--- src/rtl/feeder_pkg.sv ---
// Shared encodings and limits for the feeder around the total network.
// Pure declarations: no latency, no backpressure.
package feeder_pkg;

   typedef enum logic [2:0] {
      S_WAIT_HI = 3'd0,
      S_ACK_HI  = 3'd1,
      S_WAIT_LO = 3'd2,
      S_SETTLE  = 3'd3,
      S_OUT     = 3'd4,
      S_OUT_END = 3'd5
   } state_t;

   localparam int SETTLE_MIN = 1;
   localparam int SETTLE_MAX = 15;
   localparam int CNT4_W     = 4;

endpackage

--- src/rtl/feeder_rete_totale_settle_counter.sv ---
// settle_counter: loadable down-counter timing how long x7_x0 is held before sampling.
// Load takes effect on the next edge; dec saturates at zero; no backpressure.
module settle_counter
   import feeder_pkg::*;
(
   input  logic              clock,
   input  logic              reset_,
   input  logic              load,
   input  logic [CNT4_W-1:0] load_val,
   input  logic              dec,
   output logic              zero
);

   logic [CNT4_W-1:0] cnt_q;
   logic [CNT4_W-1:0] cnt_d;

   always_comb begin
      cnt_d = cnt_q;
      if (load) begin
         cnt_d = load_val;
      end else if (dec && (cnt_q != '0)) begin
         cnt_d = cnt_q - 1'b1;
      end
   end

   always_ff @(posedge clock or negedge reset_) begin
      if (!reset_) begin
         cnt_q <= '0;
      end else begin
         cnt_q <= cnt_d;
      end
   end

   assign zero = (cnt_q == '0);

endmodule

--- src/rtl/feeder_rete_totale.sv ---
// feeder_rete_totale: assembles two nibbles into x7_x0, samples z3_z0 SETTLE cycles after the low capture.
// Producer is held off (rfd_in=0) until the consumer finishes its four-phase handshake.
module feeder_rete_totale
   import feeder_pkg::*;
#(
   parameter int SETTLE = 3,
   parameter int CNT_W  = 8
) (
   input  logic             clock,
   input  logic             reset_,
   input  logic             dav_in_,
   input  logic [3:0]       nib_in,
   output logic             rfd_in,
   output logic [7:0]       x7_x0,
   input  logic [3:0]       z3_z0,
   output logic             dav_out_,
   output logic [3:0]       z_out,
   input  logic             rfd_out,
   output logic             busy,
   output logic [CNT_W-1:0] n_ops
);

   if ((SETTLE < SETTLE_MIN) || (SETTLE > SETTLE_MAX)) begin : g_settle_range
      $fatal(1, "feeder_rete_totale: SETTLE must lie in 1..15");
   end

   localparam logic [CNT4_W-1:0] SETTLE_LD = CNT4_W'(SETTLE - 1);

   state_t           state_q, state_d;
   logic             rfd_in_q, rfd_in_d;
   logic             dav_out_q, dav_out_d;
   logic [7:0]       x_q, x_d;
   logic [3:0]       z_q, z_d;
   logic [CNT_W-1:0] n_ops_q, n_ops_d;
   logic             cnt_load;
   logic             cnt_dec;
   logic             cnt_zero;

   settle_counter u_settle (
      .clock    (clock),
      .reset_   (reset_),
      .load     (cnt_load),
      .load_val (SETTLE_LD),
      .dec      (cnt_dec),
      .zero     (cnt_zero)
   );

   always_comb begin
      state_d   = state_q;
      rfd_in_d  = rfd_in_q;
      dav_out_d = dav_out_q;
      x_d       = x_q;
      z_d       = z_q;
      n_ops_d   = n_ops_q;
      cnt_load  = 1'b0;
      cnt_dec   = 1'b0;
      case (state_q)
         S_WAIT_HI: begin
            if (!dav_in_ && rfd_in_q) begin
               x_d[7:4] = nib_in;
               rfd_in_d = 1'b0;
               state_d  = S_ACK_HI;
            end
         end
         S_ACK_HI: begin
            if (dav_in_) begin
               rfd_in_d = 1'b1;
               state_d  = S_WAIT_LO;
            end
         end
         S_WAIT_LO: begin
            if (!dav_in_ && rfd_in_q) begin
               x_d[3:0] = nib_in;
               rfd_in_d = 1'b0;
               cnt_load = 1'b1;
               state_d  = S_SETTLE;
            end
         end
         S_SETTLE: begin
            if (!cnt_zero) begin
               cnt_dec = 1'b1;
            end else begin
               z_d       = z3_z0;
               dav_out_d = 1'b0;
               n_ops_d   = n_ops_q + CNT_W'(1);
               state_d   = S_OUT;
            end
         end
         S_OUT: begin
            // rfd_out falling is the consumer's acknowledge
            if (!rfd_out) begin
               dav_out_d = 1'b1;
               state_d   = S_OUT_END;
            end
         end
         S_OUT_END: begin
            if (rfd_out && dav_in_) begin
               rfd_in_d = 1'b1;
               state_d  = S_WAIT_HI;
            end
         end
         default: begin
            state_d  = S_WAIT_HI;
            rfd_in_d = 1'b1;
         end
      endcase
   end

   always_ff @(posedge clock or negedge reset_) begin
      if (!reset_) begin
         state_q   <= S_WAIT_HI;
         rfd_in_q  <= 1'b1;
         dav_out_q <= 1'b1;
         x_q       <= '0;
         z_q       <= '0;
         n_ops_q   <= '0;
      end else begin
         state_q   <= state_d;
         rfd_in_q  <= rfd_in_d;
         dav_out_q <= dav_out_d;
         x_q       <= x_d;
         z_q       <= z_d;
         n_ops_q   <= n_ops_d;
      end
   end

   assign rfd_in   = rfd_in_q;
   assign dav_out_ = dav_out_q;
   assign x7_x0    = x_q;
   assign z_out    = z_q;
   assign n_ops    = n_ops_q;
   assign busy     = (state_q != S_WAIT_HI);

endmodule
--- config.mk ---
export PLATFORM = sky130hd
export DESIGN_NAME = feeder_rete_totale
export DESIGN_NICKNAME = d
export VERILOG_FILES = /design/src/rtl/feeder_pkg.sv /design/src/rtl/feeder_rete_totale_settle_counter.sv /design/src/rtl/feeder_rete_totale.sv
export SDC_FILE = /design/constraint.sdc
export NUM_CORES = 1
export LEC_CHECK = 0
export ABC_CLOCK_PERIOD_IN_PS = 2900
export CORE_AREA = 2 2 56 58
export DETAILED_ROUTE_END_ITERATION = 7
export DIE_AREA = 0 0 58 60
export PLACE_DENSITY = 0.85
export SLEW_MARGIN = 40
export SYNTH_ARGS = -nofsm -noshare
export SYNTH_HDL_FRONTEND = slang
export SYNTH_HIERARCHICAL = 1
export SYNTH_SLANG_ARGS = --single-unit
--- constraint.sdc ---
create_clock -name clock -period 2.9 [get_ports clock]
set_input_delay 0.58 -clock clock [delete_from_list [all_inputs] [get_ports clock]]
set_output_delay 0.58 -clock clock [all_outputs]
set_load 0.05 [all_outputs]
# Word-level counts from Yosys, hierarchy flattened
# Cells that the tools add are included.
# Widths: inputs -> output; s select.
# classes
n_addsub,2
eq_ne,12
muxes,20
n_bitwise,1
reduce_logical,18
# ops
cell,count
$mux 3,6
$pmux 3 s6,1
$ne 2x2->1 const B,6
$mux 1,9
$add 8x1->8 const B,1
$mux 4,2
$eq 3x2->1 const B,2
$eq 3x3->1 const B,2
$reduce_and 2->1,3
$reduce_and 6->1,1
$logic_not 4->1,1
$pmux 1 s4,1
$reduce_and 4->1,1
$reduce_bool 2->1,2
$reduce_bool 4->1,1
$reduce_or 2->1,2
$sub 4x1->4 const B,1
$eq 3x1->1 const B,1
$logic_and 1x1->1,3
$logic_not 3->1,1
$reduce_and 3->1,1
$reduce_bool 3->1,1
$ne 2x1->1 const B,1
$pmux 1 s2,1
other kinds (2),2
# totals
reg_bits,29
output_inout_bits,23
elab_cells,61

# Longest topological paths before layout
# depth
depth_word,6
ltp_mapped,8
ltp_nobuf,7

# Modules after synthesis
# The synthesis kept the hierarchy.
# by_module_without_submodules
module,instances,cells_per_inst,area_per_inst_um2,seq_area_each_um2
feeder_rete_totale,1,105,1167.4,628.1
settle_counter,1,27,270.3,100.1

# Worst setup path before layout
# No wires, ideal clock.
# synth_path
kind,reg2reg
start,reg rfd_in_q (netlist: rfd_in)
end,reg u_settle.cnt_q[3]
setup_time_ps,126
arrival_ps,1760
setup_slack_ps,1014
stages_incl_launch_ff,8
n_path_buf,2
synth_period_minus_slack_ps,1886
cell_sequence,dfstp_2 nand2b_4 or3_1 buf_6 inv_1 buf_6 nor3_1 a221o_1
# synth_between
elab_chain_cells,4
word_cells_on_any_way,5
classes_between,mux: 3; reduce/logical: 2
# synth_lines
element,line_no,rtl
from (decl),feeder_rete_totale.sv:30,"logic rfd_in_q, rfd_in_d;"
from (signal assigned),feeder_rete_totale.sv:119,rfd_in_q <= rfd_in_d;
$logic_and 1x1->1 (*),feeder_rete_totale.sv:72,if (!dav_in_ && rfd_in_q) begin
$mux 1 (*),feeder_rete_totale.sv:72,
$mux 1 (*),feeder_rete_totale.sv:57,case (state_q)
via cnt_load,feeder_rete_totale.sv:35,logic cnt_load;
$mux 4 or $reduce_bool 2->1 (tied branches),-,
to (signal assigned),feeder_rete_totale_settle_counter.sv:30,cnt_q <= cnt_d;
to (decl),feeder_rete_totale_settle_counter.sv:14,logic [CNT4_W-1:0] cnt_q;
# The timed path passes the listed nets; every way through them passes the cells marked *.
# A chain may end at the register's enable or synchronous reset.

# Worst setup path after layout
# layout_path
start,reg state_q[1]
end,out busy
# layout_between
elab_chain_cells,1
# layout_lines
element,line_no,rtl
from (decl),feeder_rete_totale.sv:29,"state_t state_q, state_d;"
from (signal assigned),feeder_rete_totale.sv:118,state_q <= state_d;
$reduce_bool 3->1,feeder_rete_totale.sv:132,assign busy = (state_q != S_WAIT_HI);
to (decl),feeder_rete_totale.sv:19,"output logic busy,"
# No other way between the ends.

==> flow_metrics.py <==
metrics = {
    "outcome": {
        "status": "finished clean",
    },
    "detailed_routing": {
        "drtIter0Drc": 16,
        "wl_um": 2680,
        "final_antenna_net_count": 0,
        "drc": 0,
        "via_count": 1064,
        "viasPerCell": 5.27,
        "drtPass1Iterations": 2,
        "wl_per_cell_um": 13.3,
    },
    "power_and_ir_drop": {
        "p_per_area_nw_per_um2": 1180,
        "fin_total_pwr_uw": 2180,
        "worst_ir_drop_vdd_mv": 0.990,
        "p_leak_uw": 0.000836,
    },
    "run": {
        "maxCapViolCount": 0,
    },
    "critical_path": {
        "reg2reg_slack_ps": 620,
        "r2r_end": "n_ops[7]",
        "endpoint_kind": "output pin",
        "cp-start-kind": "flop",
        "reg2regPathDepth": 6,
        "rr_startpoint": "u_settle/cnt_q[0]",
        "crit_required_ps": 2320,
        "cp_max_fo": 11,
        "arrival_ps": 2070,
        "crit_type": "reg2out",
    },
    "timing": {
        "rsz0062_at_grt": "false",
        "hold_viol": 0,
        "post-route-min-period_ps": 2650,
        "worst_slew_pin_slew_ps": 547,
        "setup_viol": 0,
        "fin_setup_tns_ps": 0,
        "fin_skew_ps": 2.68,
        "fin_crit_sh_pct": 91.5,
        "slew_viol_final": 0,
        "max_clock_freq_mhz": 377,
        "slew_headroom_pct": 63.3,
    },
    "global_routing": {
        "grt_pass1_vias": 1033,
        "antenna_found_initial": 0,
        "grt_max_degree": 30,
        "track_usage_pct": 17.9,
        "gr-total-overflow": 0,
        "grt_pass1_wl_um": 4580,
    },
    "clocking": {
        "root_buffer": "clkbuf_4",
        "path_clk_slew_ps": 90,
        "cts_resized": 0,
        "postCtsSetupRepairBufs": 0,
        "cts_hold_buffers": 0,
        "clk_latency_ps": 330,
        "cts_sinks": 29,
        "clock_path_buffers": 2,
        "htree_levels": 2,
        "cts_tree": "yes",
        "cts_buffers": 5,
    },
    "yosys": {
        "syn_inst": 132,
        "avgSynthCellArea_um2": 10.9,
        "ys.flop_type": "dfrtp_1",
        "ys_ff_latch": 29,
        "synthArstFlopShare_pct": 100,
        "ys_seq_area_share_pct": 50.7,
        "synth_cell_types": 41,
        "synth-edff-count": 0,
        "yosys_warnings": 6,
        "synthesis.area_um2": 1440,
    },
    "cells_and_area": {
        "final_nets": 182,
        "final_area_um2": 1850,
        "area_delta_synth_final_pct": 28.5,
        "antenna_cells": 0,
        "drive_gt1_share_pct": 16.0,
    },
    "placement": {
        "placed_area_um2": 1780,
        "post-dp-hpwl_um": 1990,
        "gp_congestion": 0.701,
        "portBuffers": 34,
    },
    "min_path": {
        "hp-start": "n_ops[7]",
        "whs_path_depth": 1,
        "whs_endpoint": "n_ops[7]",
        "worst_hold_path_type": "reg2reg",
    },
    "floorplanning": {
        "ioPinCount": 35,
        "die_w_um": 58,
        "rows": 20,
        "core_um2": 2900,
        "initial_core_util_pct": 49.5,
        "die-area_um2": 3480,
        "die_y_um": 60,
    },
}
power breakdown:
group / internal (uW) / switching, uW
sequential: 576 / 170
clock: 140 / 141
combinational: 464 / 689
total: 1180 / 999
state kept, by name, indices dropped and copies added, names as in the netlist:
signal,count
n_ops,8
x7_x0,8
u_settle/cnt_q,4
z_out,4
state_q,3
dav_out_,1
rfd_in,1
cell usage after synthesis, types with 2 or more instances:
| cell | instances | area share, % |
|---|---|---|
| ha_1 | 2 | 1.7 |
| nor2_1 | 2 | 0.52 |
| dfstp_2 | 2 | 3.7 |
| inv_1 | 6 | 1.6 |
| buf_6 | 3 | 2.3 |
| nor3_1 | 7 | 2.4 |
| nand3_1 | 2 | 0.70 |
| clkbuf_1 | 3 | 0.78 |
| or2b_1 | 3 | 1.6 |
| a21oi_1 | 3 | 1.0 |
| xor2_1 | 4 | 2.4 |
| nand2b_4 | 2 | 1.9 |
| dfrtp_1 | 27 | 47 |
| mux2_2 | 4 | 3.1 |
| mux2_4 | 4 | 4.2 |
| or4_1 | 2 | 1.0 |
| o21ai_0 | 6 | 2.1 |
| nand4_1 | 2 | 0.87 |
| xnor2_1 | 3 | 1.8 |
| nand2_1 | 22 | 5.7 |
| nor3b_1 | 2 | 1.0 |
| conb_1 | 2 | 0.52 |
cells by family after synthesis:
group	Yosys count	share of synthesized area (%)
AOI/OAI and AO/OA	17	8.18
buffers and inverters	14	5.57
xor gates and xnor gates	7	4.26
and+or+nand+nor	53	21.8
DFF	29	50.7
adders and majority gates	2	1.74
muxes	8	7.31
other	2	0.522
per-stage QoR:
step                      setup WS [ps]  hold slack [ps]  cells  util [%]
after floorplan                    1010              284    134         -
after global placement              481              458    194      61.2
after detailed placement            404              460    194      61.2
after CTS                           239              476    202      63.6
after global routing                188              503    202      63.6
final                               245              470    202      63.6
worst max-delay path, stage by stage, from the launching register on:
cell,delay (ps)
dfrtp_1,510
or3_2,510
clkdlybuf4s50_1,720
worst max path at each step:
stage	endpoint	cells after the start	startpoint
after floorplan	u_settle/cnt_q[3]	7	rfd_in
after global placement	u_settle/cnt_q[1]	6	dav_in_
after detailed placement	u_settle/cnt_q[3]	6	dav_in_
after CTS	busy	2	state_q[1]
after global routing	busy	2	state_q[1]
final	busy	2	state_q[1]
layout make-up:
cell class	count	area (um2)
Multi-Input combinational cell	91	637
Tap cell	33	41.3
Fill cell	237	1060
Timing Repair Buffer	35	348
Inverter	6	22.5
Sequential cell	29	728
Clock inverter	1	5.00
Clock buffer	7	65.1
cell usage in the layout (no fill, tap or decap), types with 3 or more instances in the layout:
master            n
clkbuf_4          5
conb_1            4
mux2_4            4
mux2_2            4
xnor2_1           3
dfrtp_1          27
inv_1             6
o21ai_0           6
a21oi_1           3
clkdlybuf4s50_1  34
xor2_1            4
nand2_1          22
nor3_1            7
or2b_1            3
metal layers:
metal	up-vias	GRT usage, %	wire [um]
li1	521	-	-
met1	511	21.3	1240
met2	26	28.2	1250
met3	6	6.93	149
met4	0	8.97	49
met5	-	0	0
Note: power is estimated with default switching activity, not from simulation.
